==> src/rtl/cfg_pkg.sv <==
// rtl/cfg_pkg.sv - shared constants and FSM state type for the configuration bus slave
package cfg_pkg;

  // Register byte addresses as seen by the host
  localparam logic [7:0] CFG_ADDR_REG0 = 8'h00;
  localparam logic [7:0] CFG_ADDR_REG1 = 8'h02;
  localparam logic [7:0] CFG_ADDR_REG2 = 8'h04;
  localparam logic [7:0] CFG_ADDR_REG3 = 8'h08;

  // Largest wait-state count the 4-bit access counter can hold
  localparam int CFG_MAX_WAIT = 15;

  typedef enum logic [1:0] {
    IDLE   = 2'd0,
    ACCESS = 2'd1,
    RESP   = 2'd2
  } cfg_state_e;

endpackage

==> src/rtl/cfg_bus_slave_if.sv <==
// rtl/cfg_bus_slave_if.sv - host-side configuration bus request/response signals
interface cfg_bus_slave_if;

  logic       cfg_sel;
  logic       cfg_wr;
  logic [7:0] cfg_addr;
  logic [7:0] cfg_wdata;
  logic       cfg_ready;
  logic       cfg_ack;
  logic       cfg_err;
  logic [7:0] cfg_rdata;

  modport master (
    output cfg_sel, cfg_wr, cfg_addr, cfg_wdata,
    input  cfg_ready, cfg_ack, cfg_err, cfg_rdata
  );

  modport slave (
    input  cfg_sel, cfg_wr, cfg_addr, cfg_wdata,
    output cfg_ready, cfg_ack, cfg_err, cfg_rdata
  );

endinterface

==> src/rtl/cfg_addr_decode.sv <==
// rtl/cfg_addr_decode.sv - maps a register byte address to index, one-hot strobe and hit flag
module cfg_addr_decode
  import cfg_pkg::*;
#(
  parameter int NUM_OF_REG = 4
) (
  input  logic [7:0] addr,
  output logic [1:0] index,
  output logic [7:0] onehot,
  output logic       valid
);

  logic hit;

  // Exact-match decode; indices beyond the populated register count are unmapped
  always_comb begin
    index = 2'd0;
    hit   = 1'b0;
    case (addr)
      CFG_ADDR_REG0: begin index = 2'd0; hit = 1'b1; end
      CFG_ADDR_REG1: begin index = 2'd1; hit = 1'b1; end
      CFG_ADDR_REG2: begin index = 2'd2; hit = 1'b1; end
      CFG_ADDR_REG3: begin index = 2'd3; hit = 1'b1; end
      default:       begin index = 2'd0; hit = 1'b0; end
    endcase
    valid  = hit && (int'(index) < NUM_OF_REG);
    onehot = valid ? (8'd1 << index) : 8'd0;
  end

endmodule

==> src/rtl/cfg_bus_slave.sv <==
// rtl/cfg_bus_slave.sv - configuration bus slave driving write strobes and read-back of the register block
module cfg_bus_slave
  import cfg_pkg::*;
#(
  parameter int NUM_OF_REG  = 4,
  parameter int WAIT_CYCLES = 0
) (
  input  logic             clk,
  input  logic             rst,
  cfg_bus_slave_if.slave   bus,
  output logic [7:0]       wr_en,
  output logic [7:0]       wr_data,
  input  logic [7:0]       reg_data_in_0,
  input  logic [7:0]       reg_data_in_1,
  input  logic [7:0]       reg_data_in_2,
  input  logic [7:0]       reg_data_in_3
);

  localparam logic [3:0] WAIT_LOAD =
    4'((WAIT_CYCLES > CFG_MAX_WAIT) ? CFG_MAX_WAIT : WAIT_CYCLES);

  cfg_state_e state, next_state;
  logic [3:0] cnt;
  logic       cap_wr;
  logic [7:0] cap_addr;
  logic [7:0] cap_wdata;

  logic       accept;
  logic       last_access;
  logic       strobe_arm;
  logic [7:0] strobe_data;
  logic [7:0] dec_addr;
  logic [1:0] dec_index;
  logic [7:0] dec_onehot;
  logic       dec_valid;
  logic [7:0] rd_mux;

  // State register
  always_ff @(posedge clk) begin
    if (rst) state <= IDLE;
    else     state <= next_state;
  end

  // Next-state decode: one request per IDLE visit, fixed ACCESS length, single RESP cycle
  always_comb begin
    next_state = state;
    case (state)
      IDLE:    if (bus.cfg_sel) next_state = ACCESS;
      ACCESS:  if (cnt == 4'd0) next_state = RESP;
      RESP:    next_state = IDLE;
      default: next_state = IDLE;
    endcase
  end

  assign bus.cfg_ready = (state == IDLE);

  // Request capture and wait-state counter
  always_ff @(posedge clk) begin
    if (rst) begin
      cnt       <= 4'd0;
      cap_wr    <= 1'b0;
      cap_addr  <= 8'h00;
      cap_wdata <= 8'h00;
    end else if (accept) begin
      cnt       <= WAIT_LOAD;
      cap_wr    <= bus.cfg_wr;
      cap_addr  <= bus.cfg_addr;
      cap_wdata <= bus.cfg_wdata;
    end else if (state == ACCESS && cnt != 4'd0) begin
      cnt <= cnt - 4'd1;
    end
  end

  // The strobe is registered one edge ahead of the last ACCESS cycle; with no wait
  // states that edge is the accept edge, so the decoder looks at the live bus address in IDLE
  always_comb begin
    accept      = (state == IDLE) && bus.cfg_sel;
    last_access = (state == ACCESS) && (cnt == 4'd0);
    dec_addr    = (state == IDLE) ? bus.cfg_addr  : cap_addr;
    strobe_data = (state == IDLE) ? bus.cfg_wdata : cap_wdata;
    strobe_arm  = (accept && bus.cfg_wr && (WAIT_LOAD == 4'd0)) ||
                  ((state == ACCESS) && (cnt == 4'd1) && cap_wr);
  end

  cfg_addr_decode #(
    .NUM_OF_REG (NUM_OF_REG)
  ) u_decode (
    .addr   (dec_addr),
    .index  (dec_index),
    .onehot (dec_onehot),
    .valid  (dec_valid)
  );

  // Read-back mux over the register block outputs
  always_comb begin
    rd_mux = 8'h00;
    case (dec_index)
      2'd0: rd_mux = reg_data_in_0;
      2'd1: rd_mux = reg_data_in_1;
      2'd2: rd_mux = reg_data_in_2;
      2'd3: rd_mux = reg_data_in_3;
      default: rd_mux = 8'h00;
    endcase
  end

  // Registered outputs: write strobe, response pulse, error flag and held read data
  always_ff @(posedge clk) begin
    if (rst) begin
      wr_en         <= 8'h00;
      wr_data       <= 8'h00;
      bus.cfg_ack   <= 1'b0;
      bus.cfg_err   <= 1'b0;
      bus.cfg_rdata <= 8'h00;
    end else begin
      wr_en <= strobe_arm ? dec_onehot : 8'h00;
      if (strobe_arm && dec_valid) wr_data <= strobe_data;
      bus.cfg_ack <= last_access;
      bus.cfg_err <= last_access && !dec_valid;
      if (last_access && !cap_wr) bus.cfg_rdata <= dec_valid ? rd_mux : 8'h00;
    end
  end

endmodule

==> src/flat_wrapper.sv <==
// flat-port wrapper written by rule: the top's interface ports become plain ports
module cfg_bus_slave_flat import cfg_pkg::*;
#(
  parameter int NUM_OF_REG  = 4,
  parameter int WAIT_CYCLES = 0
)
  (clk, rst, wr_en, wr_data, reg_data_in_0, reg_data_in_1, reg_data_in_2, reg_data_in_3, bus_cfg_sel, bus_cfg_wr, bus_cfg_addr, bus_cfg_wdata, bus_cfg_ready, bus_cfg_ack, bus_cfg_err, bus_cfg_rdata);
  cfg_bus_slave_if bus_i ();
  input  logic clk;
  input  logic rst;
  output logic [7:0] wr_en;
  output logic [7:0] wr_data;
  input  logic [7:0] reg_data_in_0;
  input  logic [7:0] reg_data_in_1;
  input  logic [7:0] reg_data_in_2;
  input  logic [7:0] reg_data_in_3;
  input wire logic [$bits(bus_i.cfg_sel)-1:0] bus_cfg_sel;
  input wire logic [$bits(bus_i.cfg_wr)-1:0] bus_cfg_wr;
  input wire logic [$bits(bus_i.cfg_addr)-1:0] bus_cfg_addr;
  input wire logic [$bits(bus_i.cfg_wdata)-1:0] bus_cfg_wdata;
  output wire logic [$bits(bus_i.cfg_ready)-1:0] bus_cfg_ready;
  output wire logic [$bits(bus_i.cfg_ack)-1:0] bus_cfg_ack;
  output wire logic [$bits(bus_i.cfg_err)-1:0] bus_cfg_err;
  output wire logic [$bits(bus_i.cfg_rdata)-1:0] bus_cfg_rdata;
  assign bus_i.cfg_sel = bus_cfg_sel;
  assign bus_i.cfg_wr = bus_cfg_wr;
  assign bus_i.cfg_addr = bus_cfg_addr;
  assign bus_i.cfg_wdata = bus_cfg_wdata;
  assign bus_cfg_ready = bus_i.cfg_ready;
  assign bus_cfg_ack = bus_i.cfg_ack;
  assign bus_cfg_err = bus_i.cfg_err;
  assign bus_cfg_rdata = bus_i.cfg_rdata;
  cfg_bus_slave #(.NUM_OF_REG(NUM_OF_REG), .WAIT_CYCLES(WAIT_CYCLES)) u_core (.clk(clk), .rst(rst), .bus(bus_i), .wr_en(wr_en), .wr_data(wr_data), .reg_data_in_0(reg_data_in_0), .reg_data_in_1(reg_data_in_1), .reg_data_in_2(reg_data_in_2), .reg_data_in_3(reg_data_in_3));
endmodule
==> config.mk <==
export PLATFORM = sky130hd
export DESIGN_NAME = cfg_bus_slave_flat
export DESIGN_NICKNAME = d
export VERILOG_FILES = /design/src/rtl/cfg_pkg.sv /design/src/rtl/cfg_bus_slave_if.sv /design/src/rtl/cfg_addr_decode.sv /design/src/rtl/cfg_bus_slave.sv /design/src/flat_wrapper.sv
export SDC_FILE = /design/constraint.sdc
export NUM_CORES = 1
export LEC_CHECK = 0
export BUFFER_PORTS_ARGS = -buffer_cell sky130_fd_sc_hd__buf_2
export CAP_MARGIN = 20
export CORE_MARGIN = 10
export CORE_UTILIZATION = 50
export CTS_CLUSTER_DIAMETER = 100
export DETAILED_ROUTE_END_ITERATION = 10
export PLACE_DENSITY = 0.83
export SYNTH_ARGS = -nofsm -noshare
export SYNTH_HDL_FRONTEND = slang
export SYNTH_SLANG_ARGS = --single-unit
==> constraint.sdc <==
create_clock -name clk -period 2.8 [get_ports clk]
set_input_delay 0.14 -clock clk [delete_from_list [all_inputs] [get_ports clk]]
set_output_delay 0.14 -clock clk [all_outputs]
set_load 0.05 [all_outputs]
Word-level counts from Yosys, hierarchy flattened

Cells that the tools add are included.

Input bits: 52
Memories kept: 0
Flip-flop bits (word level): 49
Bits in latches: 0
RAM bits: 0
ROM bits: 0
Word-level logic and storage cells: 54

Multiply operators: 0
Add/sub/neg operators: 1
$lt $le $gt $ge: 0
Reduce and logical (&&, ||, !) cells: 21
Div/mod/pow operators: 0
Bitwise operators: 2
Equality and inequality tests: 10
Mux-type cells: 9
Shift-type cells: 1

Operators with widths:

| operator                                             | number |
|---|---|
| case mux 8 bit (4 select lines)                      | 1 |
| 2-to-1 mux 8 bit                                     | 3 |
| logical AND 1 bit                                    | 9 |
| equality test 8 x 2 -> 1 bit (second input constant) | 1 |
| equality test 8 x 3 -> 1 bit (second input constant) | 1 |
| equality test 8 x 4 -> 1 bit (second input constant) | 1 |
| logical NOT 8 bit                                    | 1 |
| left shift 1 x 2 -> 8 bit (first input constant)     | 1 |
| case mux 2 bit (3 select lines)                      | 1 |
| equality test 2 x 1 -> 1 bit (second input constant) | 2 |
| equality test 2 bit (second input constant)          | 2 |
| equality test 4 x 1 -> 1 bit (second input constant) | 1 |
| logical NOT 2 bit                                    | 2 |
| logical NOT 4 bit                                    | 1 |
| 2-to-1 mux 2 bit                                     | 2 |
| inequality test 2 bit (second input constant)        | 2 |
| case mux 2 bit (2 select lines)                      | 1 |
| nonzero test 4 bit                                   | 1 |
| OR reduction 4 bit                                   | 1 |
| subtractor 4 x 1 -> 4 bit (second input constant)    | 1 |
| OR reduction 3 bit                                   | 1 |
| logical NOT 1 bit                                    | 2 |
| inverter 1 bit                                       | 2 |
| AND reduction 2 bit                                  | 1 |
| 3 further kinds                                      | 3 |

Logic depth before layout (Yosys ltp)

Word-level depth: 7
Gate-level depth with buffers: 8
Mapped depth without buffers: 6

By module

Synthesis repeated with hierarchy kept, for this count alone.

Cells, all modules: 235
Area, all modules: 2334.7 um2

Modules (own cells, without submodules):

| module          | area an instance (um2) | seq. area each (um2) | cells an instance | times used |
|---|---|---|---|---|
| cfg_bus_slave   | 2187.1                 | 980.9                | 214               | 1 |
| cfg_addr_decode | 147.6                  | 0.0                  | 21                | 1 |

Least setup slack after synthesis

Ideal clock, no wire load.

Path type: register to register
Start point: reg u_core.state[1]
End point: reg u_core.bus.cfg_rdata[6]
Data required time: 2.726 ns
Cell stages (with the launch flop): 8
Setup time: 0.074 ns
Path slack: 0.683 ns
Period minus slack after synthesis: 2.117 ns
Path buffers: 1
Arrival: 2.042 ns
Cells stage by stage: dfxtp_1 -> or2_2 -> inv_2 -> mux2i_1 -> clkbuf_1 -> o211ai_1 -> a21o_1 -> a31oi_1

Cells in the longest elaborated chain, start to end: 7
Elaborated cells on any way between the ends: 18
Classes of those cells: 7 x eq/ne; 5 x mux; 6 x reduce/logical

RTL lines:

| item                                                 | RTL line               | RTL |
|---|---|---|
| start, declared                                      | cfg_bus_slave.sv:22    | `cfg_state_e state, next_state;` |
| start signal, assigned                               | cfg_bus_slave.sv:41    | `else state <= next_state;` |
| logical NOT 2 bit                                    | cfg_bus_slave.sv:79    | `dec_addr = (state == IDLE) ? bus.cfg_addr : cap_addr;` |
| 2-to-1 mux 8 bit                                     | cfg_bus_slave.sv:79    |  |
| equality test 8 x 4 -> 1 bit (tied with other cells) | cfg_addr_decode.sv:19  | `case (addr)` |
| case mux 2 bit (3 select lines)                      | cfg_addr_decode.sv:19  |  |
| equality test 2 bit (tied with other cells)          | cfg_bus_slave.sv:97    | `case (dec_index)` |
| case mux 8 bit (4 select lines)                      | cfg_bus_slave.sv:97    |  |
| 2-to-1 mux 8 bit                                     | cfg_bus_slave.sv:119   | `if (last_access && !cap_wr) bus.cfg_rdata <= dec_valid ? rd_mux : 8'h00;` |
| end signal, assigned                                 | cfg_bus_slave.sv:119   |  |
| end, declared                                        | cfg_bus_slave_if.sv:20 | `output cfg_ready, cfg_ack, cfg_err, cfg_rdata` |

Several ways; a longest one is shown, not always the timed one.
A chain may end at the register's enable or synchronous reset.

Worst setup path in the final report

Start point: reg u_core.state[1]
End point: reg u_core.bus.cfg_rdata[5]

The elaborated chain is that of the path after synthesis.

==> metrics.yaml <==
detail_route.vias_per_cell: 5.57
p_int_uw: 971
comb_power_share_pct: 24.5
hpwlAfterDp_um: 5050
timing.setup.tns_ns: 0
netSwitchingPower_uw: 466
timing.slew.headroom_pct: 45.1
layout_setup_ws_ns: 0.373
netlist_area_um2: 2430
synth_area_per_cell_um2: 8.62
run_status: "completed"
fp.dieArea_um2: 8050
yosysTopAreaCellShare_pct: 37.1
num-nets-final: 402
ctsHtreeMaxLevel: 2
drt.antenna.violating_nets: 0
totalWireLength_um: 6800
antenna_violations_before_repair: 0
hold_viol_final: 0
clk_transition_reported_paths_ns: 0.08
seqPwrFrac_pct: 48.0
period_share_pct: 86.7
ys_top_cells_by_area: "dfxtp_1 37%, nand2_1 6.9%, a21oi_1 5.1%, a211oi_1 4.9%, mux2_2 4.6%"
postCtsHoldBufs: 0
cts_inserted_buffers: 5
wire_length_of_the_first_global_routing_pass_um: 11200
powerDensity_nw_per_um2: 498
clock-sinks: 45
clock_power_share_pct: 27.4
rsz0062_at_grt: "false"
final_max_slew_violation_count: 0
ys_async_sr_fraction_pct: 0
switching_share_pct: 32.4
boundaryPins: 79
cts-root-buf: "clkbuf_8"
worst_setup_path_end_kind: "register"
synthDominantAreaCellType: "dfxtp_1"
tritoncts: "built"
setup.worst_path.start_class: "register"
synthesis_to_finish_area_growth_pct: 18.8
yosys_warnings: 0
gr-usage-all-layers_pct: 16.2
core_region_area_um2: 4720
portBuffers: 74
synth_enable_flop_cells: 0
max-cap-violations: 0
power.leakage_nw: 1.15
placer_congestion_estimate: 0.814
drt_iter0_markers: 285
starting_utilization_of_the_core_area_pct: 51.5
worst_ir_drop_vdd_mv: 0.351
dr_total_vias: 2318
holdCritPathClass: "input pin to register"
die_width_um: 89.7
crit_fanout: 19
ys_ff_latch: 45
yosys.cell_types.count: 45
grt_pass1_vias: 2335
fin_cells: 416
placement_rows: 25
setup-violations-final: 0
die-height_um: 89.7
cts-resized-gates: 0
final.hold.worst_slack_ns: 0.0818
pin_count_of_the_biggest_net_entering_global_routing: 43
cts_setup_buffers: 0
gr-total-overflow: 0
max_clock_freq_mhz: 412
timing.reg2reg.setup_slack_ns: 0.37
placed_cells: 408
synth_seq_area_share_pct: 37.1
antenna-diode-count: 0
ys.flop_type: "dfxtp_1"
proportion_of_layout_cells_with_a_drive_suffix_above_1_pct: 33.0
worst-endpoint-required_ns: 2.97
insertion_delay_ns: 0.30
post-route-drc-count: 0
timing.setup.critical_path_class: "register to register"
tightestPinTransition_ns: 0.824
critical_path_arrival_ns: 2.60
dpl_worst_slack_ns: 0.398
cts-root-to-sink-buffers: 2
fin_worst_skew_ns: 0.00443
routed_len_inst_um: 16.3
fin_crit_ns: 2.43
post_synth_inst_count: 282
drt_pass1_iterations: 4
[routing by layer]
metal,share of wire (%),track usage [%],vias up
li1,-,-,1153
met1,43,20.0,1072
met2,48,26.8,85
met3,7.0,4.16,8
met4,1.2,4.72,0
met5,0,0,-
[final timing paths]
path | to | startpoint | cells past startpoint
worst max-delay path | u_core.bus.cfg_rdata[5]$_SDFFE_PP0P_ | u_core.state[1]$_SDFFE_PP0P_ | 7
worst max register to register | u_core.bus.cfg_rdata[5]$_SDFFE_PP0P_ | u_core.state[1]$_SDFFE_PP0P_ | 7
worst min register to register | u_core.wr_data[3]$_SDFFE_PP0N_ | u_core.wr_data[3]$_SDFFE_PP0N_ | 2
worst min-delay path | u_core.cap_wdata[1]$_SDFFE_PP0P_ | bus_cfg_wdata[1] | 3
[cells in the final DEF (no fill, tap or decap), drive strengths merged, types with 2 or more instances in the layout]
master,netlist,routed
a211oi,16,16
a21o,10,10
a21oi,25,25
a311o,8,8
a31oi,8,8
buf,19,82
clkbuf,7,7
conb,1,4
dfxtp,45,45
ha,2,2
inv,11,11
mux2,10,10
mux2i,2,2
nand2,45,45
nor2,14,14
nor3,6,6
nor4,5,5
o211ai,8,8
o21ai,3,3
o221ai,8,8
o31ai,8,8
or2,3,3
or4,2,2
xnor2,3,3
xor2,2,2
[power by group through the flow]
stage	sequential (mW)	clock [mW]	combinational, mW
2_1_floorplan	0.748	0	0.209
5_1_grt	0.694	0.420	0.383
6_report	0.691	0.394	0.352
3_3_place_gp	0.704	0	0.345
4_1_cts	0.691	0.400	0.350
3_5_place_dp	0.705	0	0.350
[cells in the mapped netlist (4+ instances only)]
cell type  count
a311o_1        8
o211ai_1       8
buf_6          4
nor3_1         6
o31ai_2        7
nand2_1       45
dfxtp_1       45
a31oi_1        8
buf_1          4
buf_2          7
inv_1         10
nor2_1        14
clkbuf_1       7
o221ai_1       7
a211oi_1      16
a21o_1        10
buf_4          4
a21oi_1       25
mux2_2        10
[metrics by stage]
step / power, mW / cell area [µm²] / utilization [%]
6_report: 1.44 / 2890 / 61.2
5_1_grt: 1.50 / 2890 / 61.2
4_1_cts: 1.44 / 2890 / 61.2
3_5_place_dp: 1.05 / 2810 / 59.4
3_3_place_gp: 1.05 / 2810 / 59.4
2_1_floorplan: 0.958 / 2440 / -
[critical path, cell delays in order, from the launching register on]
cell and delay [ns]:
dfxtp_1 0.32, or2_2 0.34, inv_2 0.30, nor4_1 0.12
o21ai_2 0.68, buf_4 0.31, a311o_1 0.17, a31oi_1 0.05
[state kept, by name, summed over array words and instances (netlist names)]
register	flops
u_core.cap_addr	8
u_core.bus.cfg_err	1
u_core.wr_en	4
u_core.cnt	4
u_core.cap_wr	1
u_core.wr_data	8
u_core.bus.cfg_rdata	8
u_core.cap_wdata	8
u_core.state	2
u_core.bus.cfg_ack	1
[layout make-up]
class,instances,area (µm²)
Sequential cell,45,901
Multi-Input combinational cell,203,1350
Timing Repair Buffer,82,430
Clock buffer,7,76.3
Tap cell,67,83.8
Fill cell,416,1830
Clock inverter,1,7.51
Inverter,11,41.3
[cell families after synthesis]
kind of cell             after synthesis  share of synthesized area [%]
other                                  1                          0.154
flip-flops                            45                           37.1
AND/OR/NAND/NOR                       83                           16.8
AO/OA/AOI/OAI                         97                           29.7
buffers and inverters                 37                           7.93
multiplexers                          12                           5.46
adder cells (fa/ha/maj)                2                           1.03
XOR/XNOR                               5                           1.80
Power figures use the tool's default switching activity.
